$ cat src/rtl/wb_stage_pkg.sv
// Shared widths, byte-enable codes and record layouts for the write-back stage.
// Bus and trace layouts are MSB-first, matching the upstream memory stage.
package wb_stage_pkg;

    localparam int MEM_TO_WB_BUS_WD = 111;
    localparam int WB_TO_BY_BUS_WD  = 39;
    localparam int TRACE_REC_WD     = 73;

    localparam logic [3:0] BEN_B0 = 4'b0001;
    localparam logic [3:0] BEN_B1 = 4'b0010;
    localparam logic [3:0] BEN_B2 = 4'b0100;
    localparam logic [3:0] BEN_B3 = 4'b1000;
    localparam logic [3:0] BEN_H0 = 4'b0011;
    localparam logic [3:0] BEN_H1 = 4'b1100;
    localparam logic [3:0] BEN_W  = 4'b1111;

    typedef struct packed {
        logic [2:0]  sel_rf_w_data_valid_stage;
        logic        sel_rf_w_en;
        logic        sel_rf_w_data;
        logic        sel_data_ram_wd;
        logic [3:0]  data_ram_b_en;
        logic [31:0] data_ram_r_data;
        logic [4:0]  regfile_w_addr;
        logic [31:0] alu_result;
        logic [31:0] inst_pc;
    } mem_to_wb_t;

    typedef struct packed {
        logic [31:0] pc;
        logic [3:0]  rf_we;
        logic [4:0]  rf_wnum;
        logic [31:0] rf_wdata;
    } trace_rec_t;

endpackage

$ cat src/rtl/wb_trace_fifo.sv
// Small synchronous FIFO with occupancy count and a registered head entry.
// The head register is refreshed from the post-update storage so a push into empty shows next cycle.
module wb_trace_fifo #(
    parameter int DEPTH = 2,
    parameter int WIDTH = 73
) (
    input  logic             clk,
    input  logic             rst_n,
    input  logic             push_i,
    input  logic [WIDTH-1:0] push_data_i,
    input  logic             pop_i,
    output logic [WIDTH-1:0] head_o,
    output logic             empty_o,
    output logic             full_o
);

    localparam int PW = (DEPTH > 1) ? $clog2(DEPTH) : 1;
    localparam int CW = $clog2(DEPTH) + 1;

    logic [WIDTH-1:0] mem_q [DEPTH];
    logic [WIDTH-1:0] mem_d [DEPTH];
    logic [PW-1:0]    wr_q, wr_d;
    logic [PW-1:0]    rd_q, rd_d;
    logic [CW-1:0]    count_q, count_d;
    logic [WIDTH-1:0] head_q, head_d;

    always_comb begin
        mem_d   = mem_q;
        wr_d    = wr_q;
        rd_d    = rd_q;
        count_d = count_q;
        if (push_i) begin
            mem_d[wr_q] = push_data_i;
            wr_d        = wr_q + PW'(1);
        end
        if (pop_i) begin
            rd_d = rd_q + PW'(1);
        end
        case ({push_i, pop_i})
            2'b10:   count_d = count_q + CW'(1);
            2'b01:   count_d = count_q - CW'(1);
            default: count_d = count_q;
        endcase
        // Depth is a power of two, so pointer wrap is the natural overflow.
        head_d = mem_d[rd_d];
    end

    always_ff @(posedge clk or negedge rst_n) begin
        if (!rst_n) begin
            for (int i = 0; i < DEPTH; i++) begin
                mem_q[i] <= '0;
            end
            wr_q    <= '0;
            rd_q    <= '0;
            count_q <= '0;
            head_q  <= '0;
        end else begin
            mem_q   <= mem_d;
            wr_q    <= wr_d;
            rd_q    <= rd_d;
            count_q <= count_d;
            head_q  <= head_d;
        end
    end

    assign head_o  = head_q;
    assign empty_o = (count_q == '0);
    assign full_o  = (count_q == CW'(DEPTH));

endmodule

$ cat src/rtl/wb_stage.sv
// Final pipeline stage: load lane extraction, register-file write, bypass bus and retire trace.
// A full trace FIFO with no same-cycle pop holds the instruction in WB and closes WB_allow_in.
import wb_stage_pkg::*;

module wb_stage #(
    parameter int TRACE_EN    = 1,
    parameter int TRACE_DEPTH = 2
) (
    input  logic                        clk,
    input  logic                        reset,
    input  logic [MEM_TO_WB_BUS_WD-1:0] MEM_to_WB_bus,
    input  logic                        MEM_to_WB_valid,
    output logic                        WB_allow_in,
    output logic                        rf_w_en,
    output logic [4:0]                  rf_w_addr,
    output logic [31:0]                 rf_w_data,
    output logic [WB_TO_BY_BUS_WD-1:0]  WB_to_BY_bus,
    output logic                        trace_valid,
    input  logic                        trace_ready,
    output logic [31:0]                 trace_pc,
    output logic [3:0]                  trace_rf_we,
    output logic [4:0]                  trace_rf_wnum,
    output logic [31:0]                 trace_rf_wdata
);

    // Handshake: upstream offers MEM_to_WB_valid; a transfer happens on a
    // rising edge where MEM_to_WB_valid & WB_allow_in. Trace records move on
    // trace_valid & trace_ready; trace_valid never depends on trace_ready.
    logic       wb_valid_q, wb_valid_d;
    mem_to_wb_t bus_q, bus_d;
    logic       ready_go;
    logic       retire;
    logic [31:0] ld_word;
    logic [31:0] ld_data;
    logic        ld_sign;
    logic        unused_bits;

    assign WB_allow_in = ~wb_valid_q | ready_go;
    assign retire      = wb_valid_q & ready_go;

    always_comb begin
        wb_valid_d = wb_valid_q;
        bus_d      = bus_q;
        if (WB_allow_in) begin
            wb_valid_d = MEM_to_WB_valid;
        end
        if (WB_allow_in && MEM_to_WB_valid) begin
            bus_d = mem_to_wb_t'(MEM_to_WB_bus);
        end
    end

    always_ff @(posedge clk or negedge reset) begin
        if (!reset) begin
            wb_valid_q <= 1'b0;
            bus_q      <= '0;
        end else begin
            wb_valid_q <= wb_valid_d;
            bus_q      <= bus_d;
        end
    end

    assign ld_word = bus_q.data_ram_r_data;
    assign ld_sign = bus_q.sel_data_ram_wd;

    always_comb begin
        ld_data = ld_word;
        case (bus_q.data_ram_b_en)
            BEN_B0:  ld_data = {{24{ld_sign & ld_word[7]}},  ld_word[7:0]};
            BEN_B1:  ld_data = {{24{ld_sign & ld_word[15]}}, ld_word[15:8]};
            BEN_B2:  ld_data = {{24{ld_sign & ld_word[23]}}, ld_word[23:16]};
            BEN_B3:  ld_data = {{24{ld_sign & ld_word[31]}}, ld_word[31:24]};
            BEN_H0:  ld_data = {{16{ld_sign & ld_word[15]}}, ld_word[15:0]};
            BEN_H1:  ld_data = {{16{ld_sign & ld_word[31]}}, ld_word[31:16]};
            default: ld_data = ld_word;
        endcase
    end

    assign rf_w_data = bus_q.sel_rf_w_data ? ld_data : bus_q.alu_result;
    assign rf_w_addr = bus_q.regfile_w_addr;
    assign rf_w_en   = retire & bus_q.sel_rf_w_en & (bus_q.regfile_w_addr != 5'd0);

    // Raw valid lets bypass see a stalled result; every value is final here.
    assign WB_to_BY_bus = {wb_valid_q, rf_w_en, rf_w_addr, rf_w_data};
    assign unused_bits  = ^bus_q.sel_rf_w_data_valid_stage;

    if (TRACE_EN != 0) begin : g_trace
        trace_rec_t                push_rec;
        trace_rec_t                head_rec;
        logic [TRACE_REC_WD-1:0]   head_bits;
        logic                      fifo_empty;
        logic                      fifo_full;
        logic                      pop;

        assign push_rec = '{pc:       bus_q.inst_pc,
                            rf_we:    {4{rf_w_en}},
                            rf_wnum:  bus_q.regfile_w_addr,
                            rf_wdata: rf_w_data};
        assign pop      = ~fifo_empty & trace_ready;
        assign ready_go = ~fifo_full | trace_ready;

        wb_trace_fifo #(
            .DEPTH (TRACE_DEPTH),
            .WIDTH (TRACE_REC_WD)
        ) u_trace_fifo (
            .clk         (clk),
            .rst_n       (reset),
            .push_i      (retire),
            .push_data_i (push_rec),
            .pop_i       (pop),
            .head_o      (head_bits),
            .empty_o     (fifo_empty),
            .full_o      (fifo_full)
        );

        assign head_rec       = trace_rec_t'(head_bits);
        assign trace_valid    = ~fifo_empty;
        assign trace_pc       = head_rec.pc;
        assign trace_rf_we    = head_rec.rf_we;
        assign trace_rf_wnum  = head_rec.rf_wnum;
        assign trace_rf_wdata = head_rec.rf_wdata;
    end else begin : g_no_trace
        logic unused_ready;

        assign unused_ready   = trace_ready;
        assign ready_go       = 1'b1;
        assign trace_valid    = 1'b0;
        assign trace_pc       = '0;
        assign trace_rf_we    = '0;
        assign trace_rf_wnum  = '0;
        assign trace_rf_wdata = '0;
    end

endmodule

$ cat config.mk
export PLATFORM = sky130hd
export DESIGN_NAME = wb_stage
export DESIGN_NICKNAME = d
export VERILOG_FILES = /design/src/rtl/wb_stage_pkg.sv /design/src/rtl/wb_trace_fifo.sv /design/src/rtl/wb_stage.sv
export SDC_FILE = /design/constraint.sdc
export NUM_CORES = 1
export LEC_CHECK = 0
export ABC_AREA = 1
export CELL_PAD_IN_SITES_DETAIL_PLACEMENT = 0
export CELL_PAD_IN_SITES_GLOBAL_PLACEMENT = 2
export CORE_ASPECT_RATIO = 1.5
export CORE_MARGIN = 1
export CORE_UTILIZATION = 32
export CTS_CLUSTER_DIAMETER = 40
export DETAILED_ROUTE_END_ITERATION = 10
export PLACE_DENSITY = 0.85
export REMOVE_ABC_BUFFERS = 1
export SYNTH_ARGS = -nofsm -noshare
export SYNTH_HDL_FRONTEND = slang
export SYNTH_SLANG_ARGS = --single-unit
export TNS_END_PERCENT = 30
$ cat constraint.sdc
create_clock -name clk -period 1.91 [get_ports clk]
set_input_delay 0.191 -clock clk [delete_from_list [all_inputs] [get_ports clk]]
set_output_delay 0.191 -clock clk [all_outputs]
set_load 0.02 [all_outputs]
==> flow_summary.yaml, run 1 <==
power_and_ir_drop:
  ir_drop_mv: 0.621
  p_clk_frac: 0.237
  switching_share: 0.372
  power_frac_comb: 0.456
  power.switching_mw: 13.2
  p_per_area_nw_per_um2: 1700
  p_int_mw: 22.3
  leakagePower_nw: 9.91
  pwr-share-seq: 0.307
timing:
  finalWorstSetupSlack_ns: -0.476
  fin_hold_ws_ns: 0.120
  slew_headroom: 0.696
  rsz0062_at_grt: "yes"
  worst_pin_slew_ns: 0.456
  final_hold_viol_count: 0
  fmax_mhz: 419
  maxSlewViolCount: 0
  tns_ns: -27.79
  setup_viol_count_final: 71
  finalCritPeriodShare: 1.25
  finClkSkew_ns: 0.0198
  fin_crit_ns: 2.39
setup_path:
  worstSetupStartpoint: "bus_q[102]"
  worstSetupEndpointType: "primary output"
  cp_max_fo: 6
  cp-start-kind: "flip-flop"
  path_common_cell: "buf_12"
  crit_type: "flip-flop to primary output"
  cp_slowest_stage_delay_ns: 0.44
  arrival_ns: 2.19
  rr_startpoint: "bus_q[102]"
  crit_required_ns: 1.72
  cp_slowest_cell: "dfrtp_2"
  crit_path_cell_trace: "nor2_4 -> buf_12 -> nand3_4 -> nand2_4 -> nor2_8 -> buf_12 -> nand3b_1 -> nand2_2 -> inv_2 -> buf_6"
cells_and_area:
  fill_cells: 4254
  final_cells: 2515
  layout.nets: 2016
  n_antenna_cell: 0
  drive_above_1_share: 0.300
  final-seq-area_sq_um: 8310
  multi_input_area_sq_um: 5720
  stdcell_area_sq_um: 21000
  syn2layout_area_growth_pct: 42.8
place:
  dpl.hpwl_um: 28200
  place_inst: 2404
  pre_cts_slack_ns: -0.464
  place_area_sq_um: 18600
  gp_congestion: 0.863
  io_buffers: 263
outcome:
  status: "complete, but fails checks"
  violations: "setup timing"
routing:
  wl_per_cell_um: 16.3
  ant_nets: 0
  drt-pass1-iter-count: 5
  via_count: 11559
  wirelength_um: 41000
  via_per_inst: 4.60
  drt_iter0_drc: 648
  route.detailed.drc: 0
cts:
  clock_sinks: 332
  root_buffer: "clkbuf_16"
  cts_buffer_depth: 3
  clock_latency_ns: 0.56
  clk_pin_slew_worst_paths_ns: 0.06
  cts_max_level: 2
  cts_tree: "done"
  cts_buffers: 43
grt:
  grt_antenna_before_repair: 0
  grt_start_max_net_pins: 82
  grt_usage: 0.179
  overflow: 0
  grt_pass1_wl_um: 65500
  grt_pass1_vias: 11903
logic_synthesis:
  ys_seq_area_frac: 0.566
  synth_cells: 1567
  ys_warn_count: 0
  ys_seq_elements: 332
  synth_area_sq_um: 14700
  synth_cell_type_count: 34
  avgSynthCellArea_sq_um: 9.37
floorplan:
  core_sq_um: 45000
  initial_core_util: 0.326
  die_y_um: 264
  pin_count: 267
  die_area_sq_um: 46800
  placementRows: 95
  dieWidth_um: 177
hold_path:
  hp-class: "primary input to async pin"
job:
  max_cap_violations: 0
-- worst paths after layout --
kind	endpoint	slack (ns)	cells after the start
max reg2reg	g_trace.u_trace_fifo.head_o[20]	-0.38	16
max in group asynchronous	g_trace.u_trace_fifo.mem_q[73]	1.03	3
min	g_trace.u_trace_fifo.mem_q[67]	0.12	2
min reg2reg	g_trace.u_trace_fifo.mem_q[40]	0.47	2
min in group clk	bus_q[15]	0.21	3
max	rf_w_data[20]	-0.48	10
-- cell families after synthesis --
logic type | share of synthesized area
muxes | 0.0407
buffers and inverters | 0.0731
AOI/OAI and AO/OA | 0.0726
adders and majority gates | 0.000852
xor gates and xnor gates | 0.00230
DFF | 0.566
and+or+nand+nor | 0.244
-- worst max-delay path: cells and delay by family, from the launching register on --
| family | cells | cell delay (ns) |
|---|---|---|
| buf+inv | 4 | 0.49 |
| flops | 1 | 0.44 |
| simple gates | 6 | 0.72 |
-- synth_stat cells, drive strengths merged --
| cell | n | share of area |
|---|---|---|
| nor2 | 89 | 0.026 |
| xor2 | 1 | 0.00060 |
| inv | 99 | 0.025 |
| and3 | 1 | 0.00043 |
| or2 | 81 | 0.035 |
| nand3b | 18 | 0.017 |
| clkbuf | 39 | 0.010 |
| xnor2 | 2 | 0.0017 |
| nor3 | 1 | 0.00034 |
| a21boi | 48 | 0.025 |
| and2 | 16 | 0.0068 |
| ha | 1 | 0.00085 |
| dfrtp | 332 | 0.57 |
| mux2 | 53 | 0.041 |
| nand2 | 415 | 0.11 |
| nand3 | 144 | 0.050 |
| o21ai | 81 | 0.028 |
| buf | 85 | 0.038 |
| a21oi | 60 | 0.020 |
| nand4 | 1 | 0.00043 |
-- power by group through the flow --
stage | Combinational [mW] | Clock (mW) | Sequential, mW
2_1_floorplan | 7.39 | 0 | 11.7
3_5_place_dp | 15.5 | 0 | 11.0
4_1_cts | 16.0 | 8.69 | 10.9
6_report | 16.2 | 8.43 | 10.9
5_1_grt | 17.9 | 8.97 | 11.2
3_3_place_gp | 15.2 | 0 | 10.9
-- routing by layer --
layer,track usage,vias up,wire (um)
li1,-,5641,-
met1,0.214,5569,16400
met2,0.325,276,21600
met3,0.0233,73,1560
met4,0.0627,0,1380
met5,0,-,0
-- per-stage QoR --
step / util / power [mW]
global placement: 0.413 / 26.2
finish: 0.465 / 35.5
CTS: 0.456 / 35.6
detailed placement: 0.413 / 26.5
global route: 0.465 / 38.0
floorplan: - / 19.1
-- layout by cell type, fill, tap and decap left out, drive strengths merged --
master and n:
nand2 415, dfrtp 332, buf 212, clkdlybuf4s50 194, nand3 144, inv 111, nor2 89, or2 81
o21ai 81, a21oi 60, clkbuf 54, mux2 53, a21boi 48, nand3b 18, and2 16, clkinv 7
bufinv 4, clkinvlp 2, dlymetal6s2s 2, clkdlybuf4s15 2, xnor2 2, nor3 1, and3 1, nand4 1
xor2 1, ha 1, dlygate4sd3 1
-- timing repair --
item	in CTS	in global routing
endpoints found under the hold margin	332	0
gates resized for setup	439	104
setup buffers	21	15
pin swaps	28	32
gates cloned	2	1
hold buffers	1	0
endpoints found under the setup margin	71	108
-- flip-flops by register name, summed over array words and instances (netlist names) --
signal / count
wb_valid_q: 1
g_trace.u_trace_fifo.wr_q: 1
rf_w_addr: 5
g_trace.u_trace_fifo.rd_q: 1
ld_word: 32
bus_q: 70
g_trace.u_trace_fifo.head_o: 73
ld_sign: 1
g_trace.u_trace_fifo.count_q: 2
g_trace.u_trace_fifo.mem_q: 146
-- area by class of cell --
type,count,area share
inverters,99,0.0186
multi-input cells,1012,0.273
repair buffers,412,0.205
clock buffers,53,0.0570
well taps,582,0.0347
clock inverters,25,0.0149
flip-flops and latches,332,0.397
No activity file was read; power rests on OpenSTA's default activity.
==> run 2: changes to the inputs <==
SLEW_MARGIN = 15   (was not set)
==> results of run 2 <==
No change in the layout: final DEF, timing and power equal those of run 1.
==> run 3: changes to the inputs <==
CAP_MARGIN = 20   (was not set)
CORE_MARGIN = 2   (was 1)
RECOVER_POWER = 25   (was not set)
==> run 3 against run 2 <==
The flow still finishes with violations (setup timing). Critical endpoint is now rf_w_data[26]. Worst hold slack improved by 0.11 ns. Final cell count barely moved. Highest routed layer unchanged. First-iteration DRC count fell by 13%. Total power fell by 1.1%. Non-clock buffer count fell by 9. Wire length fell by 2.1%. Clock power rose by 0.7%. Sequential power barely moved. Register-to-register slack improved by 0.27 ns.
==> flow_summary.yaml, run 3 (synthesis gave the netlist of run 1 again) <==
grt:
  grt_start_max_net_pins: 65
  grt_pass1_vias: 11716
  overflow: 0
  grt_antenna_before_repair: 3
  grt_pass1_wl_um: 63300
  grt_usage: 0.170
power_and_ir_drop:
  ir_drop_mv: 0.991
  p_per_area_nw_per_um2: 1700
  leakagePower_nw: 9.79
job:
  max_cap_violations: 0
cells_and_area:
  regMostFlops: "g_trace.u_trace_fifo.mem_q"
  syn2layout_area_growth_pct: 40.8
  largest_register_ffs: 146
  stdcell_area_sq_um: 20700
  drive_above_1_share: 0.296
  layout.nets: 2008
  final_cell_mix: "nand2_1, dfrtp_1, clkdlybuf4s50_1, nand3_1, buf_4"
  finish.utilization: 0.454
  final_common_cell: "nand2_1"
  fill_cells: 4361
place:
  pre_cts_slack_ns: -0.448
  io_buffers: 263
  dpl.hpwl_um: 28200
  gp_congestion: 0.872
  place_area_sq_um: 18600
routing:
  wl_per_cell_um: 16.0
  wirelength_um: 40200
  ant_nets: 0
  dr_wl_met2_um: 20900
  routedLengthMet1_um: 15800
  drt_iter0_drc: 563
  via_per_inst: 4.61
  met3_length_um: 1900
  via_count: 11602
  drt-pass1-iter-count: 5
  route.detailed.drc: 0
  routed.top_layer: "met4"
setup_path:
  arrival_ns: 2.13
  cp-start-kind: "flip-flop"
  crit_type: "flip-flop to primary output"
  cp_max_fo: 8
  crit_required_ns: 1.72
  worstSetupEndpointType: "primary output"
  r2r_slack_ns: -0.11
hold_path:
  hp-class: "primary input to flip-flop"
cts:
  cts_buffer_depth: 3
  clock_latency_ns: 0.54
  clk_pin_slew_worst_paths_ns: 0.06
  cts_max_level: 2
  clock_sinks: 332
  cts_tree: "done"
  cts_buffers: 44
  root_buffer: "clkbuf_16"
floorplan:
  pin_count: 267
  dieWidth_um: 179
  die_y_um: 266
  core_sq_um: 45500
  die_area_sq_um: 47600
  initial_core_util: 0.322
  placementRows: 96
timing:
  tns_ns: -21.98
  fin_crit_ns: 2.32
  setup_viol_count_final: 68
  slew_headroom: 0.237
  finalCritPeriodShare: 1.22
  finClkSkew_ns: 0.0151
  fmax_mhz: 430
  maxSlewViolCount: 0
  finalWorstSetupSlack_ns: -0.415
  worst_pin_slew_ns: 1.14
  rsz0062_at_grt: "yes"
  final_hold_viol_count: 0
outcome:
  violations: "setup timing"
  status: "complete, but fails checks"
-- run 3: changes by cell type in the layout (fill, tap and decap cells not counted), moves of 4 or more --
cell / before / now
clkbuf_1: 2 / 6
buf_12: 31 / 25
nand3_1: 120 / 127
nand3_2: 21 / 16
nand2_2: 42 / 49
clkbuf_8: 8 / 3
o21ai_0: 63 / 57
o21ai_1: 16 / 23
nand2_4: 17 / 12
a21boi_0: 34 / 29
-- run 3: layout make-up --
| class | instances | area, sq um | area share |
|---|---|---|---|
| flip-flops and latches | 332 | 8320 | 0.402 |
| multi-input cells | 1012 | 5630 | 0.272 |
| repair buffers | 403 | 4070 | 0.197 |
| clock buffers | 54 | 1190 | 0.0576 |
| well taps | 588 | 736 | 0.0356 |
| inverters | 99 | 388 | 0.0188 |
| clock inverters | 26 | 337 | 0.0163 |
| diodes | 3 | 7.51 | 0.000363 |
-- run 3: through the flow --
step | hold WS [ns] | instances | power, mW
floorplan | -0.105 | 1443 | 19.1
global placement | 0.112 | 2410 | 25.9
detailed placement | 0.111 | 2410 | 26.2
CTS | 0.128 | 2501 | 35.0
global route | 0.226 | 2517 | 37.6
finish | 0.230 | 2517 | 35.2
-- run 3: what timing repair did --
action,CTS,global route
gates resized for setup,382,159
setup endpoints to repair,73,100
gates cloned,2,1
hold endpoints to repair,234,0
pin swaps,13,47
buffers inserted,8,12
hold buffers,1,0
-- run 3: worst paths after layout --
path                                                startpoint                              end  cells after the start
worst max-delay path                                bus_q[104]                    rf_w_data[26]                     10
worst min register to register  g_trace.u_trace_fifo.mem_q[38]   g_trace.u_trace_fifo.mem_q[38]                      2
worst max register to register                      bus_q[104]  g_trace.u_trace_fifo.head_o[24]                     14
max in group asynchronous                                reset   g_trace.u_trace_fifo.mem_q[59]                      4
min in group asynchronous                                reset                        bus_q[30]                      2
worst min-delay path                         MEM_to_WB_bus[22]                        bus_q[22]                      3
-- run 3: power breakdown --
group	switching, mW	total [mW]	internal [mW]
registers	0.957	10.9	9.89
clock network	3.27	8.49	5.22
logic	8.79	15.8	7.03
total	13.0	35.2	22.1
-- run 3: metal layers --
layer / up-vias / GRT usage
li1: 5619 / -
met4: 0 / 0.0767
met5: - / 0
met2: 297 / 0.298
met3: 82 / 0.0254
met1: 5604 / 0.203
-- run 3: worst max-delay path: stages, from the launching register on --
cell and delay [ns]:
dfrtp_2 0.44, nor2_4 0.23, nand2_2 0.10, o21ai_2 0.14, inv_2 0.07, buf_12 0.14
buf_12 0.14, nand3b_4 0.08, nand2_2 0.06, inv_2 0.08, buf_6 0.12
